==> src/rtl/ps2_key_writer.sv <==
// ----------------------------------------------------------------------------
// ps2_key_writer
//   Receives PS/2 keyboard frames, folds E0 (extended) and F0 (break) prefixes
//   into flags, and writes one key word per key event into a circular buffer
//   held in a dual-port RAM (port b). After every key word, the write-index
//   word is updated so software polling port a can detect new keys.
//
// Ports
//   clk        in   system clock
//   reset      in   synchronous, active-high reset
//   ps2_clk    in   raw PS/2 clock (asynchronous, idles high)
//   ps2_data   in   raw PS/2 data (asynchronous, idles high)
//   grant      in   port-b access granted this cycle
//   addr_b     out  RAM port-b address
//   data_b     out  RAM port-b write data
//   we_b       out  RAM port-b write enable (registered)
//   frame_err  out  one-cycle pulse on a rejected frame (parity/stop/timeout)
//   overflow   out  sticky: a key word was dropped because the hold was full
// ----------------------------------------------------------------------------
module ps2_key_writer #(
  parameter int                    DATA_WIDTH     = 16,
  parameter int                    ADDR_WIDTH     = 10,
  parameter logic [ADDR_WIDTH-1:0] BUF_BASE       = 10'h3C0,
  parameter int                    BUF_DEPTH      = 32,
  parameter logic [ADDR_WIDTH-1:0] PTR_ADDR       = 10'h3BF,
  parameter int                    TIMEOUT_CYCLES = 50000
) (
  input  logic                  clk,
  input  logic                  reset,
  input  logic                  ps2_clk,
  input  logic                  ps2_data,
  input  logic                  grant,
  output logic [ADDR_WIDTH-1:0] addr_b,
  output logic [DATA_WIDTH-1:0] data_b,
  output logic                  we_b,
  output logic                  frame_err,
  output logic                  overflow
);

  localparam int IDX_W = $clog2(BUF_DEPTH);
  localparam int TMR_W = $clog2(TIMEOUT_CYCLES + 1);

  typedef enum logic       {R_IDLE, R_RECV}         rx_state_t;
  typedef enum logic [1:0] {W_IDLE, W_DATA, W_PTR}  wr_state_t;

  // --------------------------------------------------------------------------
  // Input synchronizers and falling-edge detect. The flops reset to 1 (the
  // bus idle level) so leaving reset never fakes a falling edge.
  // --------------------------------------------------------------------------
  logic r_clk_s1, r_clk_s2, r_clk_prev;
  logic r_dat_s1, r_dat_s2;
  logic w_fall;

  // NOTE: clocked state uses non-blocking (<=) so every flop samples the
  // pre-edge values of the others; blocking here would chain the stages.
  always_ff @(posedge clk) begin
    if (reset) begin
      r_clk_s1   <= 1'b1;
      r_clk_s2   <= 1'b1;
      r_clk_prev <= 1'b1;
      r_dat_s1   <= 1'b1;
      r_dat_s2   <= 1'b1;
    end else begin
      r_clk_s1   <= ps2_clk;
      r_clk_s2   <= r_clk_s1;
      r_clk_prev <= r_clk_s2;
      r_dat_s1   <= ps2_data;
      r_dat_s2   <= r_dat_s1;
    end
  end

  assign w_fall = r_clk_prev & ~r_clk_s2;

  // --------------------------------------------------------------------------
  // Receive FSM
  // --------------------------------------------------------------------------
  rx_state_t        r_rx_state, w_rx_next;
  logic [3:0]       r_bit_cnt;   // index of the next bit to arrive (1..10)
  logic [8:0]       r_shift;     // {parity, data[7:0]} after nine shifts
  logic [TMR_W-1:0] r_timer;
  logic             r_frame_err;
  logic             w_deliver, w_err;
  logic [7:0]       w_byte;

  assign w_byte = r_shift[7:0];

  // NOTE: every signal driven here gets a default first, so no path through
  // the case can leave one unassigned and infer a latch.
  always_comb begin
    w_rx_next = r_rx_state;
    w_deliver = 1'b0;
    w_err     = 1'b0;
    case (r_rx_state)
      R_IDLE: if (w_fall && !r_dat_s2) w_rx_next = R_RECV;
      R_RECV: begin
        if (w_fall) begin
          if (r_bit_cnt == 4'd10) begin
            w_rx_next = R_IDLE;
            // Odd parity over data+parity, and stop must be high.
            if ((^r_shift) && r_dat_s2) w_deliver = 1'b1;
            else                        w_err     = 1'b1;
          end
        end else if (r_timer == TMR_W'(TIMEOUT_CYCLES - 1)) begin
          w_err     = 1'b1;
          w_rx_next = R_IDLE;
        end
      end
      default: w_rx_next = R_IDLE;
    endcase
  end

  always_ff @(posedge clk) begin
    if (reset) begin
      r_rx_state  <= R_IDLE;
      r_bit_cnt   <= '0;
      r_shift     <= '0;
      r_timer     <= '0;
      r_frame_err <= 1'b0;
    end else begin
      r_rx_state  <= w_rx_next;
      r_frame_err <= w_err;
      if (w_fall || r_rx_state == R_IDLE) r_timer <= '0;
      else                                r_timer <= r_timer + 1'b1;
      if (w_fall) begin
        if (r_rx_state == R_IDLE) begin
          r_bit_cnt <= 4'd1;
        end else begin
          r_bit_cnt <= r_bit_cnt + 1'b1;
          // LSB-first: shift in at the top so bit 1 ends up at position 0.
          if (r_bit_cnt <= 4'd9) r_shift <= {r_dat_s2, r_shift[8:1]};
        end
      end
    end
  end

  // --------------------------------------------------------------------------
  // Prefix decode and single-entry hold register
  // --------------------------------------------------------------------------
  wr_state_t             r_wr_state, w_wr_next;
  logic                  r_ext, r_brk;
  logic                  r_hold_full, r_overflow;
  logic [DATA_WIDTH-1:0] r_hold;
  logic                  w_is_prefix, w_key_valid, w_hold_free, w_hold_load;

  assign w_is_prefix = (w_byte == 8'hE0) || (w_byte == 8'hF0);
  assign w_key_valid = w_deliver && !w_is_prefix;
  assign w_hold_free = (r_wr_state == W_PTR) && grant;
  assign w_hold_load = w_key_valid && (!r_hold_full || w_hold_free);

  always_ff @(posedge clk) begin
    if (reset) begin
      r_ext       <= 1'b0;
      r_brk       <= 1'b0;
      r_hold      <= '0;
      r_hold_full <= 1'b0;
      r_overflow  <= 1'b0;
    end else begin
      if (w_deliver) begin
        if (w_byte == 8'hE0)      r_ext <= 1'b1;
        else if (w_byte == 8'hF0) r_brk <= 1'b1;
        else begin
          r_ext <= 1'b0;
          r_brk <= 1'b0;
        end
      end
      if (w_hold_load) begin
        r_hold      <= DATA_WIDTH'({r_ext, r_brk, w_byte});
        r_hold_full <= 1'b1;
      end else if (w_hold_free) begin
        r_hold_full <= 1'b0;
      end
      if (w_key_valid && !w_hold_load) r_overflow <= 1'b1;
    end
  end

  // --------------------------------------------------------------------------
  // Write FSM: key word, then write-index word, each on a granted cycle.
  // --------------------------------------------------------------------------
  logic [IDX_W-1:0]      r_idx, w_idx_next;
  logic [ADDR_WIDTH-1:0] r_addr;
  logic [DATA_WIDTH-1:0] r_data;
  logic                  r_we;

  // BUF_DEPTH is a power of two, so the natural wrap of IDX_W bits is the
  // modulo the buffer needs.
  assign w_idx_next = r_idx + IDX_W'(1);

  always_comb begin
    w_wr_next = r_wr_state;
    case (r_wr_state)
      W_IDLE:  if (r_hold_full) w_wr_next = W_DATA;
      W_DATA:  if (grant)       w_wr_next = W_PTR;
      W_PTR:   if (grant)       w_wr_next = W_IDLE;
      default:                  w_wr_next = W_IDLE;
    endcase
  end

  always_ff @(posedge clk) begin
    if (reset) begin
      r_wr_state <= W_IDLE;
      r_idx      <= '0;
      r_addr     <= '0;
      r_data     <= '0;
      r_we       <= 1'b0;
    end else begin
      r_wr_state <= w_wr_next;
      r_we       <= 1'b0;
      if (grant) begin
        if (r_wr_state == W_DATA) begin
          r_addr <= BUF_BASE + ADDR_WIDTH'(r_idx);
          r_data <= r_hold;
          r_we   <= 1'b1;
        end else if (r_wr_state == W_PTR) begin
          r_addr <= PTR_ADDR;
          r_data <= DATA_WIDTH'(w_idx_next);
          r_we   <= 1'b1;
          r_idx  <= w_idx_next;
        end
      end
    end
  end

  assign addr_b    = r_addr;
  assign data_b    = r_data;
  assign we_b      = r_we;
  assign frame_err = r_frame_err;
  assign overflow  = r_overflow;

endmodule

==> config.mk <==
export PLATFORM = sky130hd
export DESIGN_NAME = ps2_key_writer
export DESIGN_NICKNAME = d
export VERILOG_FILES = /design/src/rtl/ps2_key_writer.sv
export SDC_FILE = /design/constraint.sdc
export NUM_CORES = 1
export LEC_CHECK = 0
export BUFFER_PORTS_ARGS = -buffer_cell sky130_fd_sc_hd__buf_2
export CAP_MARGIN = 20
export CORE_AREA = 3 3 91 127
export CTS_BUF_LIST = sky130_fd_sc_hd__clkbuf_8
export DETAILED_ROUTE_END_ITERATION = 10
export DIE_AREA = 0 0 94 130
export HOLD_SLACK_MARGIN = 0.03
export PLACE_DENSITY_LB_ADDON = 0.25
export SYNTH_ARGS = -nofsm -noshare
export SYNTH_HDL_FRONTEND = slang
export SYNTH_SLANG_ARGS = --single-unit
==> constraint.sdc <==
create_clock -name clk -period 3.23 [get_ports clk]
set_input_delay 0 -clock clk [delete_from_list [all_inputs] [get_ports clk]]
set_output_delay 0 -clock clk [all_outputs]
set_load 0.01 [all_outputs]
==> metrics.md, run 1 <==
| Metric | Value |
|---|---|
| Sequential share of the synthesized area | ~46% |
| Worst-Margin Slew | 0.774 ns |
| Width of the die | approximately 94 µm |
| Clock Sinks | 76 |
| Syn. warnings | 0 |
| CP peak stage delay | between 0.3 and 0.4 ns |
| RePlAce Congestion | 0.742 |
| Maxcap violations | 0 |
| Area Growth Syn to Fin | 12.9% |
| Clock skew | roughly 0.014 ns |
| Worst slew margin | approximately 48% |
| Initial antenna violation count | 0 |
| Drt wl/cell | roughly 11 µm |
| DRC errors left | 0 |
| First-pass GRT wire length | roughly 10 mm |
| Final Hold Viols | 0 |
| Initial DRC Count | 83 |
| Mapped cell area | roughly 0.0033 mm² |
| DIE AREA | ~0.012 mm² |
| VDD IR-drop max | 0.258 mV |
| Total power | about 0.0019 W |
| CP cell instances | inv_1 -> ha_1 -> xnor2_2 -> xnor3_2 -> nand4_2 -> mux2i_1 -> nor2_1 |
| R2R Setup Slk | around 1.1 ns |
| Share of cells above drive strength 1 | between 10 and 15% |
| EDFF count, synth | 0 |
| Num CTS Buffers | 9 |
| Placed cell count | roughly 520 |
| CP Class | reg -> reg |
| Total GRT Usage | about a tenth |
| Via count | 2,436 |
| Clock slew at reported path FFs | 0.07 ns |
| Area fraction of the dominant cell type after synthesis | 45.7% |
| FFs w/ async S/R, synth | 0% |
| Core area | about 0.010 mm² |
| Vias/cell | 4.49 |
| Ys flop type | dfxtp_1 |
| FP Rows | 44 |
| Post-CTS Resized | 0 |
| Area leader, netlist | dfxtp_1 |
| Setup slack at placement | roughly 1.1 ns |
| Top cells by count, synth | dfxtp_1, nor2_1, nand2_1 |
| Critical Path AT | 2.32 ns |
| Critical Path Start Type | register |
| Worst skew pair latency | 0.35 ns |
| Synth top area cells | dfxtp_1, nor2_1, ha_1 |
| Final slew viol count | 0 |
| Final Instance Count excl. Fillers | 543 |
| CTS Root Cell | clkbuf_8 |
| Worst-path maximum fanout | 10 |
| Worst-case clock buffer depth | 2 |
| Antenna viol nets, final | 0 |
| Fmax | 474 MHz |
| Setup Viol. Count Final | 0 |
| Largest net degree at the start of global routing | between 60 and 70 |
| Antenna Cells | 0 |
| Routed WL | between 5 and 6 mm |
| Distinct cells, synth | between 40 and 50 |
| Initial Utilization | about a third |
| Post-route setup slack | 1.12 ns |
| Leak | between 1 and 1.5 nW |
| Post-synthesis cell count | 377 |
| Outcome | finished, final reports clean |
| CTS tree | done |
| Hold crit path type | in -> reg |
| DR pass1 iterations | 4 |
| Post-CTS setup buffer count | 0 |
| Post-Synthesis Mean Instance Area | roughly 8.8 µm² |
| Vias in the first global route | approximately 2.3k |
| Number of H-tree levels | 3 |
| Min cycle time layout | 2.11 ns |
| IO Pins | 34 |
| Worst EP required | 3.44 ns |
| Final setup TNS | 0 ns |
| Count leader, synth | dfxtp_1 |
| I/O Buffers | 27 |
| Seq cells post-synth | 76 |
| Tcrit/Tclk final | between 60% and 70% |
| Slowest CP cell | dfxtp_1 |
| Nets | 420 |
| Pwr dens | about 500 mW/mm² |
| Die span in y | 130 µm |
| RSZ-0062 raised after global routing | false |
| Total gr overflow | 0 |
| Worst setup EP type | register |
| DP HPWL | about 4.1 mm |
[path summary, 6_finish.rpt]
path | start | to | cells after the start
hold / removal | ps2_data | r_dat_s1 | 3
setup / recovery | r_shift[4] | r_hold[7] | 7
setup reg to reg | r_shift[4] | r_hold[7] | 7
hold reg to reg | r_dat_s1 | r_dat_s2 | 1
[cells by family after synthesis]
group / synth area share (%)
compound gates: 7.96
xor+xnor: 5.94
fa+ha+maj: 5.63
buf+inv: 5.82
flops: 45.7
mux: 5.41
other cells: 0.113
simple gates: 23.4
[timing repair]
item / 4_1_cts / 5_1_grt
endpoints found under the hold margin: 4 / 0
endpoints found under the setup margin: 0 / 0
hold buffers: 4 / 0
[routing by layer]
metal | vias to the layer above | global-route usage (%) | share of wire [%]
li1 | 1286 | - | -
met1 | 1107 | 12.2 | 47
met2 | 32 | 17.4 | 47
met3 | 11 | 2.31 | 3.4
met4 | 0 | 6.12 | 2.2
met5 | - | 0 | 0
[flip-flops by register name, summed over array words and instances, names as in the netlist, 2 cells and up]
signal	count
addr_b	8
r_timer	16
r_bit_cnt	4
r_shift	9
r_hold	10
r_idx	5
data_b	10
r_wr_state	2
[power breakdown]
group / internal, W / leakage (nW) / switching [W] / total, W
combinational: 0.0000717 / 0.760 / 0.000120 / 0.000191
sequential: 0.000966 / 0.613 / 0.0000149 / 0.000981
clock: 0.000371 / 0.109 / 0.000333 / 0.000704
total: 0.00141 / 1.48 / 0.000468 / 0.00188
[metrics by stage]
step / instance area (µm²) / hold WS, ns / util (%)
2_1_floorplan: 3350 / 0.0971 / -
3_3_place_gp: 3530 / 0.182 / 33.7
3_5_place_dp: 3530 / 0.187 / 33.7
4_1_cts: 3760 / 0.350 / 36.0
5_1_grt: 3760 / 0.390 / 36.0
6_report: 3760 / 0.367 / 36.0
[cells in the final DEF, fill, tap and decap left out, drive strengths merged]
cell	instances
conb	6
xnor2	6
xor2	13
nor2b	1
buf	28
nand2	29
inv	17
o21ai	10
o22ai	1
dlygate4sd3	4
or3	6
nor2	67
nand2b	4
a211oi	3
nand3b	3
o31ai	1
and3	4
clkinv	3
o21bai	1
a31oi	1
clkbuf	10
ha	15
mux2i	18
o32ai	1
a21oi	27
nor3	11
bufinv	1
nor3b	5
dfxtp	76
nand4	6
and4	1
a21o	1
xnor3	1
and2	2
or2	5
nand3	16
a21bo	1
[final cells by class]
type | count | area, µm²
well taps | 138 | 173
multi-input cells | 266 | 1630
clock inverters | 6 | 56.3
flip-flops and latches | 76 | 1520
repair buffers | 32 | 183
clock buffers | 10 | 138
inverters | 15 | 56.3
fillers | 1111 | 6700
[worst max-delay path, delay by kind of cell, from the launching register on]
family	cells	cell delay, ns
xor+xnor	2	0.50
simple gates	2	0.44
flops	1	0.38
fa+ha+maj	1	0.32
mux	1	0.27
buf+inv	1	0.07
No activity file was read; power rests on OpenSTA's default activity.
==> run 2: changes to the inputs <==
- ABC_AREA: not set -> 1
- CORE_AREA: 3 3 91 127 -> 3 3 92 129
- DIE_AREA: 0 0 94 130 -> 0 0 95 132
- clock period: 3.23 -> 1.7 ns (I/O delays scaled with it)
==> metrics.md, run 2 <==
| Metric | Value |
|---|---|
| Tcrit/Tclk final | a little over nine tenths |
| DP HPWL | between 5 and 6 mm |
| Initial DRC Count | 86 |
| Sequential share of the synthesized area | 44.1% |
| Worst-path maximum fanout | 14 |
| Initial Utilization | between 30% and 40% |
| Area fraction of the dominant cell type after synthesis | 44.1% |
| Width of the die | 95 µm |
| Final slew viol count | 0 |
| Crit path top cell by count | nand2_1 |
| Worst skew pair latency | about 0.36 ns |
| Clock power share | a little over a third |
| Total GRT Usage | between 10% and 20% |
| Sequential Power Share | about half |
| Seq cells post-synth | 76 |
| Number of H-tree levels | 3 |
| RSZ-0062 raised after global routing | true |
| DIE AREA | roughly 0.013 mm² |
| Placed cell areas | a little under 0.004 mm² |
| Vias in the first global route | about 2.8k |
| Worst setup EP type | register |
| DRC errors left | 0 |
| Critical Path AT | around 1.9 ns |
| CP Class | reg -> reg |
| Nets | 520 |
| Worst EP required | 1.97 ns |
| Slowest CP cell | dfxtp_2 |
| # fillers | 1,117 |
| Mapped cell area | 0.00345 mm² |
| Clock Sinks | 76 |
| Most frequent cells in the layout | inv_1, dfxtp_1, nand2_1, a21oi_1, nor2_1 |
| Outcome | finished, final reports clean |
| Largest net degree at the start of global routing | 35 |
| Max FFs per register | 16 |
| Area leader, netlist | dfxtp_1 |
| Clock skew | about 0.011 ns |
| Post-Synthesis Mean Instance Area | between 7 and 8 µm² |
| CTS Root Cell | clkbuf_8 |
| DR pass1 iterations | 4 |
| Switching share of power | 27.4% |
| Final Hold Viols | 0 |
| FFs w/ async S/R, synth | 0% |
| Pwr dens | between 900 and 1000 mW/mm² |
| RePlAce Congestion | around 0.8 |
| Synth top area cells | dfxtp_1, inv_1, nand2_1 |
| VDD IR-drop max | about 0.34 mV |
| Total power | between 0.003 and 0.004 W |
| Antenna viol nets, final | 0 |
| Ys flop type | dfxtp_1 |
| Critical Path Start Type | register |
| Drt wl/cell | ~12 µm |
| Via count | roughly 2.9k |
| Post-synthesis cell count | between 400 and 500 |
| Pint | about 0.0029 W |
| Comb pwr share | roughly 15% |
| Core area | 0.0109 mm² |
| Routed WL | about 7.7 mm |
| CP peak stage delay | between 0.3 and 0.4 ns |
| Hold crit path type | in -> reg |
| Leak | around 1.7 nW |
| Fin util | 38.8% |
| Syn. warnings | 0 |
| Distinct cells, synth | 36 |
| IO Pins | 34 |
| Num CTS Buffers | 9 |
| Largest Register | r_timer |
| Initial antenna violation count | 0 |
| Switch Pwr | about 0.0011 W |
| Top cells by count, synth | dfxtp_1, inv_1, nand2_1 |
| Final instance area | ~0.0042 mm² |
| Area Growth Syn to Fin | 22.3% |
| FP Rows | 45 |
| Min cycle time layout | approximately 1.6 ns |
| Worst-case clock buffer depth | 2 |
| EDFF count, synth | 0 |
| Antenna Cells | 0 |
| Reg2Reg Depth | 11 |
| Clock slew at reported path FFs | 0.08 ns |
| Die span in y | between 100 and 150 µm |
| Worst Hold Path Cells | 4 |
| Share of cells above drive strength 1 | between 20% and 30% |
| Fmax | a little over 600 MHz |
| Vias/cell | between 4 and 5 |
| I/O Buffers | 27 |
| CP cell instances | inv_2 -> ha_4 -> nand2_2 -> nand2_1 -> nand2_1 -> nand3_2 -> nand3_2 -> nor2_4 -> buf_12 -> nand2_1 -> a21oi_1 |
| Maxcap violations | 0 |
| Total gr overflow | 0 |
| First-pass GRT wire length | roughly 13 mm |
| CTS tree | done |
| Setup Viol. Count Final | 0 |
## run 2: changes by cell type in the layout (fill, tap and decap cells not counted), sizes merged, moves of 4 or more
cell    change
and3        -4
o21ai      +24
nor3b       -5
nand2      +45
nand4      +11
buf        +19
nand2b      -4
inv        +65
mux2i      -18
a21oi      +15
xor2        -9
or3         -6
nor2       -24
## run 2: final cells by class
| cell class | instances | area (µm²) | area share, % |
|---|---|---|---|
| clock inverter | 5 | 51.3 | 1.22 |
| sequential | 76 | 1530 | 36.2 |
| tap | 141 | 176 | 4.18 |
| timing repair buffer | 50 | 353 | 8.36 |
| multi-input combinational | 282 | 1650 | 39.1 |
| clock buffer | 11 | 151 | 3.59 |
| inverter | 81 | 309 | 7.33 |
## run 2: stage by stage
| stage | setup TNS (ns) | setup slack, ns | hold slack (ns) | cells |
|---|---|---|---|---|
| detailed placement | -0.435 | -0.0561 | 0.186 | 626 |
| global placement | -0.0182 | -0.00455 | 0.182 | 626 |
| finish | 0 | 0.0621 | 0.152 | 646 |
| floorplan | 0 | 0.0839 | 0.104 | 457 |
| global route | -0.428 | -0.0512 | 0.182 | 646 |
| CTS | 0 | 0.000636 | 0.150 | 646 |
## run 2: timing repair
item | CTS | global route
hold buffers | 3 | 0
pin swaps | 8 | 13
gates resized for setup | 17 | 16
cloned | 1 | 0
buffers inserted | 0 | 0
endpoints found under the hold margin | 3 | 0
endpoints found under the setup margin | 13 | 17
## run 2: final timing paths
kind / from / to / slack (ns)
max reg2reg: r_shift[2] / r_hold_full / 0.06
max: r_shift[2] / r_hold_full / 0.06
min: grant / we_b / 0.15
min reg2reg: r_clk_s1 / r_clk_s2 / 0.41
## run 2: power groups by stage
| stage | Clock, W | Combinational (W) | Sequential, W |
|---|---|---|---|
| 6_report | 0.00142 | 0.000590 | 0.00195 |
| 5_1_grt | 0.00155 | 0.000682 | 0.00197 |
| 4_1_cts | 0.00146 | 0.000594 | 0.00196 |
| 3_5_place_dp | 0 | 0.000582 | 0.00200 |
| 3_3_place_gp | 0 | 0.000576 | 0.00199 |
| 2_1_floorplan | 0 | 0.000361 | 0.00202 |
## run 2: critical path, delay by kind of cell, from the launching register on
| kind | cells | cell delay (ns) |
|---|---|---|
| adders and majority gates | 1 | 0.29 |
| DFF | 1 | 0.33 |
| buffers and inverters | 2 | 0.20 |
| and+or+nand+nor | 7 | 0.59 |
| AOI/OAI and AO/OA | 1 | 0.16 |
## run 2: logic make-up (layout without fill, tap and decap cells)
family	count (synthesis)	count (layout)	synth area share [%]
AOI/OAI and AO/OA	85	85	13.3
xor gates and xnor gates	8	8	2.03
adders and majority gates	15	15	5.44
buffers and inverters	100	147	12.1
DFF	76	76	44.1
other	1	6	0.109
and+or+nand+nor	167	168	22.9
## run 2: layer usage
layer  track usage, %  wire [µm]  vias to the layer above
met2             22.9       4060                       46
met4             5.54        155                        0
li1                 -          -                     1535
met3             3.08        223                       12
met1             14.9       3230                     1310
met5                0          0                        -
==> run 3: changes to the inputs <==
- clock period: 1.7 -> 1.5 ns (I/O delays scaled with it)
==> metrics.md, run 3 (same netlist as run 2, synthesis figures left out) <==
| Metric | Value |
|---|---|
| Fmax | 614 MHz |
| Initial DRC Count | around 120 |
| Maxcap violations | 0 |
| Most frequent cells in the layout | dfxtp_1, inv_1, nand2_1, a21oi_1 |
| Failing checks | setup timing |
| R2r startpoint | r_shift[6] |
| Pwr dens | roughly 1000 mW/mm² |
| CP bufs+invs | 1 |
| Num CTS Buffers | 9 |
| Worst setup EP type | register |
| Final instance area | about 0.0044 mm² |
| Slowest CP cell | ha_1 |
| DP HPWL | 5.49 mm |
| Core area | 0.0109 mm² |
| CTS tree | done |
| Routed WL | 7.69 mm |
| Worst-path maximum fanout | 5 |
| Antenna viol nets, final | 0 |
| Final setup TNS | -1.31 ns |
| RePlAce Congestion | 0.805 |
| CTS Root Cell | clkbuf_8 |
| Drt wl/cell | ~12 µm |
| Clock Sinks | between 70 and 80 |
| I/O Buffers | 27 |
| Final Hold Viols | 0 |
| Final slew viol count | 0 |
| Via count | 3,000 |
| Fin util | around 40% |
| CP top delay family | simple AND/OR/NAND/NOR gates |
| Leak | ~1.8 nW |
| Largest net degree at the start of global routing | 33 |
| DRC errors left | 0 |
| Vias in the first global route | between 2k and 3k |
| Area Growth Syn to Fin | 26.8% |
| Setup slack at placement | -0.115 ns |
| Placed cell areas | about 0.004 mm² |
| VDD IR-drop max | 0.349 mV |
| RSZ-0062 raised after global routing | true |
| CP cell instances | ha_1 -> xor2_1 -> nand3_2 -> nand2_2 -> nor2_4 -> nand4_4 -> nand2_1 -> inv_1 -> nor2_1 |
| Nets | roughly 540 |
| CP Class | reg -> reg |
| Max FFs per register | 16 |
| Outcome | finished, violations left |
| Largest Register | r_timer |
| Worst-case clock buffer depth | 2 |
| Placed cell count | 639 |
| Final Instance Count excl. Fillers | 661 |
| Total gr overflow | 0 |
| Worst reg2reg path endpoint | r_hold[5] |
| Initial Utilization | a little under a third |
| Antenna Cells | 0 |
| Critical Path Start Type | register |
| CP peak stage delay | roughly 0.33 ns |
| DR pass1 iterations | 4 |
| Die span in y | approximately 130 µm |
| Share of cells above drive strength 1 | between 20% and 30% |
| Width of the die | approximately 95 µm |
| Hold crit path type | in -> reg |
| Vias/cell | around 4.5 |
| Setup Viol. Count Final | 14 |
| Total GRT Usage | approximately an eighth |
| Number of H-tree levels | 3 |
| IO Pins | 34 |
| R2R Setup Slk | -0.13 ns |
| Worst EP required | about 1.8 ns |
| Worst skew pair latency | between 0.3 and 0.4 ns |
| Min cycle time layout | 1.63 ns |
| FP Rows | 45 |
| Clock skew | between 0.01 and 0.015 ns |
| Hold Path End | data_b[1] |
| DIE AREA | about 0.013 mm² |
| First-pass GRT wire length | between 10 and 15 mm |
| Worst Min Path Start | grant |
| Most common cell after layout, fill and taps aside | dfxtp_1 |
| Reg2Reg Depth | 9 |
| Initial antenna violation count | 0 |
| Clock slew at reported path FFs | ~0.09 ns |
| Tcrit/Tclk final | 109% |
| Post-route setup slack | -0.130 ns |
| Critical Path AT | slightly below 2 ns |
| Worst Hold Path Cells | 5 |
run 3: power breakdown:
group	switching [W]	leakage, nW	internal, W
combinational	0.000450	1.07	0.000322
sequential	0.0000720	0.618	0.00214
clock	0.000785	0.0910	0.000759
total	0.00131	1.78	0.00323
run 3: worst max path at each step:
stage / startpoint / cells past startpoint / endpoint
floorplan: r_shift[3] / 13 / r_hold[3]
detailed placement: r_shift[2] / 12 / r_hold[6]
global placement: r_shift[2] / 12 / r_hold[6]
finish: r_shift[6] / 9 / r_hold[5]
CTS: r_shift[2] / 12 / r_hold[8]
global route: r_shift[3] / 13 / r_hold[7]
run 3: tightest hold or removal path, delay by kind of cell:
kind            cells  cell delay [ns]
simple gates        3             0.22
compound gates      1             0.07
buf+inv             1             0.13
run 3: per-stage QoR:
stage / total power [W] / hold WS [ns]
after floorplan: 0.00270 / 0.104
after global placement: 0.00294 / 0.186
after detailed placement: 0.00296 / 0.190
after CTS: 0.00452 / 0.171
after global routing: 0.00480 / 0.133
final: 0.00453 / 0.106
run 3: timing repair:
| action | 4_1_cts | 5_1_grt |
|---|---|---|
| hold endpoints to repair | 6 | 0 |
| hold buffers | 3 | 0 |
| gates cloned | 1 | 0 |
| gates resized for setup | 4 | 38 |
| buffers inserted | 0 | 2 |
| setup endpoints to repair | 19 | 50 |
| pin swaps | 2 | 12 |
run 3: final cells by class:
type                            count  area, µm²
Clock buffer                        9        124
Sequential cell                    76       1530
Clock inverter                      7       67.6
Inverter                           81        307
Multi-Input combinational cell    282       1720
Fill cell                        1116       6490
Timing Repair Buffer               65        453
Tap cell                          141        176
run 3: layer usage:
metal,track usage [%],part of all wire (%),vias to the layer above
li1,-,-,1569
met1,14.8,44,1376
met2,21.4,50,39
met3,3.31,3.0,16
met4,5.78,3.0,0
met5,0,0,-
